--- src/rtl/alu_seq.sv ---
// Sequential ALU: single-cycle add/sub/logic ops and a W-cycle shift-add unsigned multiply.
// Results and flags are registered and presented together with a one-cycle done pulse.
module alu_seq #(
  parameter int W = 4
) (
  input  logic         clk,
  input  logic         rst,
  input  logic         start,
  input  logic [W-1:0] A,
  input  logic [W-1:0] B,
  input  logic [3:0]   Sel,
  output logic         busy,
  output logic         done,
  output logic [W-1:0] F3,
  output logic [W-1:0] F4,
  output logic         C,
  output logic         V,
  output logic         Z,
  output logic         err
);

  typedef enum logic {IDLE, MUL} state_t;

  typedef enum logic [3:0] {
    OP_ADD  = 4'b0001,
    OP_SUB  = 4'b0011,
    OP_MUL  = 4'b0111,
    OP_NAND = 4'b1000,
    OP_NOR  = 4'b1001,
    OP_AND  = 4'b1010,
    OP_XOR  = 4'b1011,
    OP_OR   = 4'b1101
  } op_t;

  localparam logic [W-1:0] CNT_LAST = W[W-1:0] - 1'b1;

  state_t         state, state_next;
  logic [W-1:0]   cnt;
  logic [W-1:0]   mcand;
  logic [2*W-1:0] prod;
  logic [2*W-1:0] prod_step;
  logic [W:0]     partial;

  logic [W-1:0]   r_f;
  logic           r_c, r_v, r_z, r_err;
  logic [W:0]     sum, diff;

  // State register
  always_ff @(posedge clk) begin
    // NOTE: sequential state is always assigned with <= so every flop samples pre-edge values.
    if (rst) state <= IDLE;
    else     state <= state_next;
  end

  // Next-state logic; a start is only seen while IDLE, so starts during MUL are dropped.
  always_comb begin
    // NOTE: default assignment first keeps this block free of inferred latches.
    state_next = state;
    case (state)
      IDLE: if (start && Sel == OP_MUL) state_next = MUL;
      MUL:  if (cnt == CNT_LAST)        state_next = IDLE;
    endcase
  end

  // Output logic
  always_comb begin
    busy = (state == MUL);
  end

  // Single-cycle result path, evaluated directly on the inputs presented with start.
  always_comb begin
    r_f   = '0;
    r_c   = 1'b0;
    r_v   = 1'b0;
    r_err = 1'b0;
    sum   = {1'b0, A} + {1'b0, B};
    diff  = {1'b0, A} - {1'b0, B};
    case (Sel)
      OP_ADD: begin
        r_f = sum[W-1:0];
        r_c = sum[W];
        r_v = (A[W-1] == B[W-1]) && (sum[W-1] != A[W-1]);
      end
      OP_SUB: begin
        r_f = diff[W-1:0];
        r_c = diff[W];
        r_v = (A[W-1] != B[W-1]) && (diff[W-1] != A[W-1]);
      end
      OP_MUL:  r_f = '0;
      OP_NAND: r_f = ~(A & B);
      OP_NOR:  r_f = ~(A | B);
      OP_AND:  r_f = A & B;
      OP_XOR:  r_f = A ^ B;
      OP_OR:   r_f = A | B;
      default: r_err = 1'b1;
    endcase
    r_z = (r_f == '0);
  end

  // One shift-add step: add the multiplicand into the high half when the current
  // multiplier bit (LSB of prod) is set, then shift the whole product right by one.
  always_comb begin
    partial   = {1'b0, prod[2*W-1:W]} + (prod[0] ? {1'b0, mcand} : '0);
    prod_step = {partial, prod[W-1:1]};
  end

  always_ff @(posedge clk) begin
    if (rst) begin
      cnt   <= '0;
      mcand <= '0;
      prod  <= '0;
      done  <= 1'b0;
      F3    <= '0;
      F4    <= '0;
      C     <= 1'b0;
      V     <= 1'b0;
      Z     <= 1'b0;
      err   <= 1'b0;
    end else begin
      done <= 1'b0;
      case (state)
        IDLE: if (start) begin
          if (Sel == OP_MUL) begin
            mcand <= A;
            prod  <= {{W{1'b0}}, B};
            cnt   <= '0;
          end else begin
            F3   <= r_f;
            F4   <= '0;
            C    <= r_c;
            V    <= r_v;
            Z    <= r_z;
            err  <= r_err;
            done <= 1'b1;
          end
        end
        MUL: begin
          prod <= prod_step;
          cnt  <= cnt + 1'b1;
          if (cnt == CNT_LAST) begin
            cnt  <= '0;
            F3   <= prod_step[W-1:0];
            F4   <= prod_step[2*W-1:W];
            C    <= 1'b0;
            V    <= 1'b0;
            Z    <= (prod_step == '0);
            err  <= 1'b0;
            done <= 1'b1;
          end
        end
      endcase
    end
  end

endmodule
--- config.mk ---
export PLATFORM = sky130hd
export DESIGN_NAME = alu_seq
export DESIGN_NICKNAME = d
export VERILOG_FILES = /design/src/rtl/alu_seq.sv
export SDC_FILE = /design/constraint.sdc
export NUM_CORES = 1
export LEC_CHECK = 0
export ABC_AREA = 1
export CORE_MARGIN = 4
export CORE_UTILIZATION = 30
export DETAILED_ROUTE_END_ITERATION = 16
export GPL_TIMING_DRIVEN = 0
export PLACE_DENSITY_LB_ADDON = 0.15
export SYNTH_ARGS = -nofsm -noshare
export SYNTH_HDL_FRONTEND = slang
export SYNTH_SLANG_ARGS = --single-unit
--- constraint.sdc ---
create_clock -name clk -period 1.8 [get_ports clk]
set_input_delay 0.36 -clock clk [delete_from_list [all_inputs] [get_ports clk]]
set_output_delay 0.36 -clock clk [all_outputs]
set_load 0.01 [all_outputs]
==> results of run 1 <==
[cell usage after synthesis (2+ instances only)]
master and number:
dfxtp_1 30, xor2_1 2, nand2_1 84, clkbuf_1 4
nand3b_1 3, nand3_1 19, nor3_4 2, o21bai_1 2
fa_1 3, a21oi_1 32, nor2_2 4, inv_2 3
o21ai_0 17, ha_1 17, o21a_1 2, a31oi_1 2
inv_1 40, nor2_1 27, nand4_1 2, o21ai_1 3
[per-layer routing]
metal,share of wire,wire (um),track usage
met3,0.034,196,0.0348
met5,0,0,0
met4,0.010,60,0.0415
met2,0.45,2600,0.211
met1,0.51,2970,0.201
[power by group]
group          switching (uW)  internal (uW)  total, uW
Combinational             205            136        341
Clock                     255            386        641
Sequential               12.9            685        698
[final cells by class]
cell class	count	area, sq um	area share
multi-input combinational	232	1370	0.510
timing repair buffer	32	305	0.113
tap	80	100	0.0372
clock buffer	8	110	0.0409
sequential	30	603	0.224
inverter	44	170	0.0632
buffer	6	31.3	0.0116
[kinds of logic after synthesis]
logic type / Yosys count
and+or+nand+nor: 147
xor gates and xnor gates: 3
buffers and inverters: 50
DFF: 30
adders and majority gates: 20
AOI/OAI and AO/OA: 61
[state kept, by name (all words and copies together) (netlist names)]
register  flops
prod          8
F3            4
F4            4
cnt           4
mcand         4
C             1
V             1
Z             1
busy          1
done          1
err           1
[repair_timing]
item	in CTS	in global routing
buffers inserted	3	2
cloned	0	1
setup endpoints to repair	6	23
endpoints found under the hold margin	0	0
gates resized for setup	23	26
pin swaps	4	9
[final timing paths]
path | startpoint | endpoint | slack [ps] | cells past startpoint
setup reg to reg | prod[0] | Z | -40 | 11
hold reg to reg | F4[2] | F4[2] | 460 | 2
hold / removal | B[0] | prod[0] | 420 | 3
setup / recovery | prod[0] | Z | -40 | 11
[worst max-delay path: stages (launching register included)]
cell     delay [ps]
dfxtp_2         340
nand2_1          50
inv_1            50
ha_2            180
inv_2            40
fa_1            490
inv_2            70
nor4_4          140
nand3_1         100
nor2_1          140
nor2_2           60
a21oi_2         120
[through the flow]
| stage | instances | utilization |
|---|---|---|
| floorplan | 311 | - |
| CTS | 429 | 0.387 |
| detailed placement | 418 | 0.362 |
| global placement | 418 | 0.362 |
| finish | 432 | 0.398 |
| global route | 432 | 0.398 |
==> results.sh, run 1 <==
export IMPL_crit_fanout=3
export IMPL_slew_viol_final=0
export IMPL_initial_core_util=0.307
export IMPL_ys_types=33
export IMPL_hold_buffers=0
export IMPL_syn_area_sq_um=2080
export IMPL_fin_skew_ps=4.68
export IMPL_ant_nets=0
export IMPL_cts_buffer_depth=2
export IMPL_cts_sinks=30
export IMPL_vias=2055
export IMPL_drt_initial_drc_count=109
export IMPL_yosys_area_share_simple=0.313
export IMPL_status="finished, violations left"
export IMPL_seq_area_frac_synth=0.289
export IMPL_fp_dieH_um=91.2
export IMPL_p_leak_uw=0.00126
export IMPL_synth_edf_count=0
export IMPL_cp_arrival_ps=2060
export IMPL_yosys_warnings=0
export IMPL_final_critical_path_setup_slack_ps=-40.4
export IMPL_violations="negative setup slack"
export IMPL_final_common_cell="nand2_1"
export IMPL_worst_pin_slew_ps=579
export IMPL_clk_pin_slew_ps=70
export IMPL_rsz0062_at_grt="yes"
export IMPL_hp_class="input pin to register"
export IMPL_synth_nets=346
export IMPL_end_kind="register"
export IMPL_synth_compound_area_share=0.157
export IMPL_syn_inst=311
export IMPL_nNetsFinal=386
export IMPL_synthTopCellsByArea="dfxtp_1 29%, nand2_1 15%, ha_1 10%, a21oi_1 7.7%, inv_1 7.2%"
export IMPL_pre_cts_ws_ps=-714
export IMPL_start_kind="register"
export IMPL_synth_top_family_by_area="simple AND/OR/NAND/NOR gates"
export IMPL_fin_crit_sh=1.02
export IMPL_num_rows=30
export IMPL_finalHoldViolCount=0
export IMPL_final_cell_area_sq_um=2690
export IMPL_io_pins=29
export IMPL_firstDrtPassIters=4
export IMPL_fin_setup_tns_ps=-40.4
export IMPL_drc=0
export IMPL_io_buffers=27
export IMPL_htree_levels=2
export IMPL_synth_avg_cell_area_sq_um=6.67
export IMPL_dp_final_hpwl_um=4370
export IMPL_clock_latency_ps=280
export IMPL_die_area_sq_um=8310
export IMPL_place_area_sq_um=2450
export IMPL_core_area_sq_um=6760
export IMPL_finalSetupViolations=1
export IMPL_grt_overflow_total=0
export IMPL_grt_pass1_vias=1876
export IMPL_yosys_most_used_dff="dfxtp_1"
export IMPL_layout_drive_gt1_share=0.159
export IMPL_cts_root_buffer="clkbuf_8"
export IMPL_synth_top_area_frac=0.289
export IMPL_routedWlPerCell_um=13.5
export IMPL_p_total_uw=1680
export IMPL_grt_usage=0.142
export IMPL_place_gp_congestion=0.893
export IMPL_wirelength_um=5840
export IMPL_synth_xor_xnor_area_share=0.0127
export IMPL_critPathKind="register to register"
export IMPL_n_antenna_cell=0
export IMPL_grt_max_degree=11
export IMPL_required_ps=2020
export IMPL_die_w_um=91.2
export IMPL_grt_pass1_wl_um=9340
export IMPL_muxShareOfSynthArea=0
export IMPL_yosys_area_top_type="dfxtp_1"
export IMPL_hold_ws_ps=420
export IMPL_max_freq_mhz=543
export IMPL_synth_fa_ha_area_frac=0.131
export IMPL_ir_worst_vdd_mv=0.252
export IMPL_p_per_area_nw_per_um2=624
export IMPL_syn_to_final_growth_pct=29.7
export IMPL_ys_ff_latch=30
export IMPL_final_cell_mix="83 x nand2_1, 34 x inv_1, 31 x a21oi_1"
export IMPL_maxCapViolCount=0
export IMPL_async_reset_ff_frac=0
export IMPL_period_needed_ps=1840
export IMPL_relSlewSlack=0.614
export IMPL_fillers=738
export IMPL_cts_tree="yes"
export IMPL_antenna_found_initial=0
export IMPL_viasPerCell=4.76
export IMPL_numCtsBuffers=5
Power figures use the tool's default switching activity.
==> run 2: changes to the inputs <==
--- a/config.mk
+++ b/config.mk
@@ -8,6 +8,7 @@
 export ABC_AREA = 1
 export CORE_MARGIN = 4
 export CORE_UTILIZATION = 30
+export CTS_CLUSTER_SIZE = 24
 export DETAILED_ROUTE_END_ITERATION = 16
 export GPL_TIMING_DRIVEN = 0
 export PLACE_DENSITY_LB_ADDON = 0.15
==> results of run 2 <==
No change in the layout: final DEF, timing and power equal those of run 1.
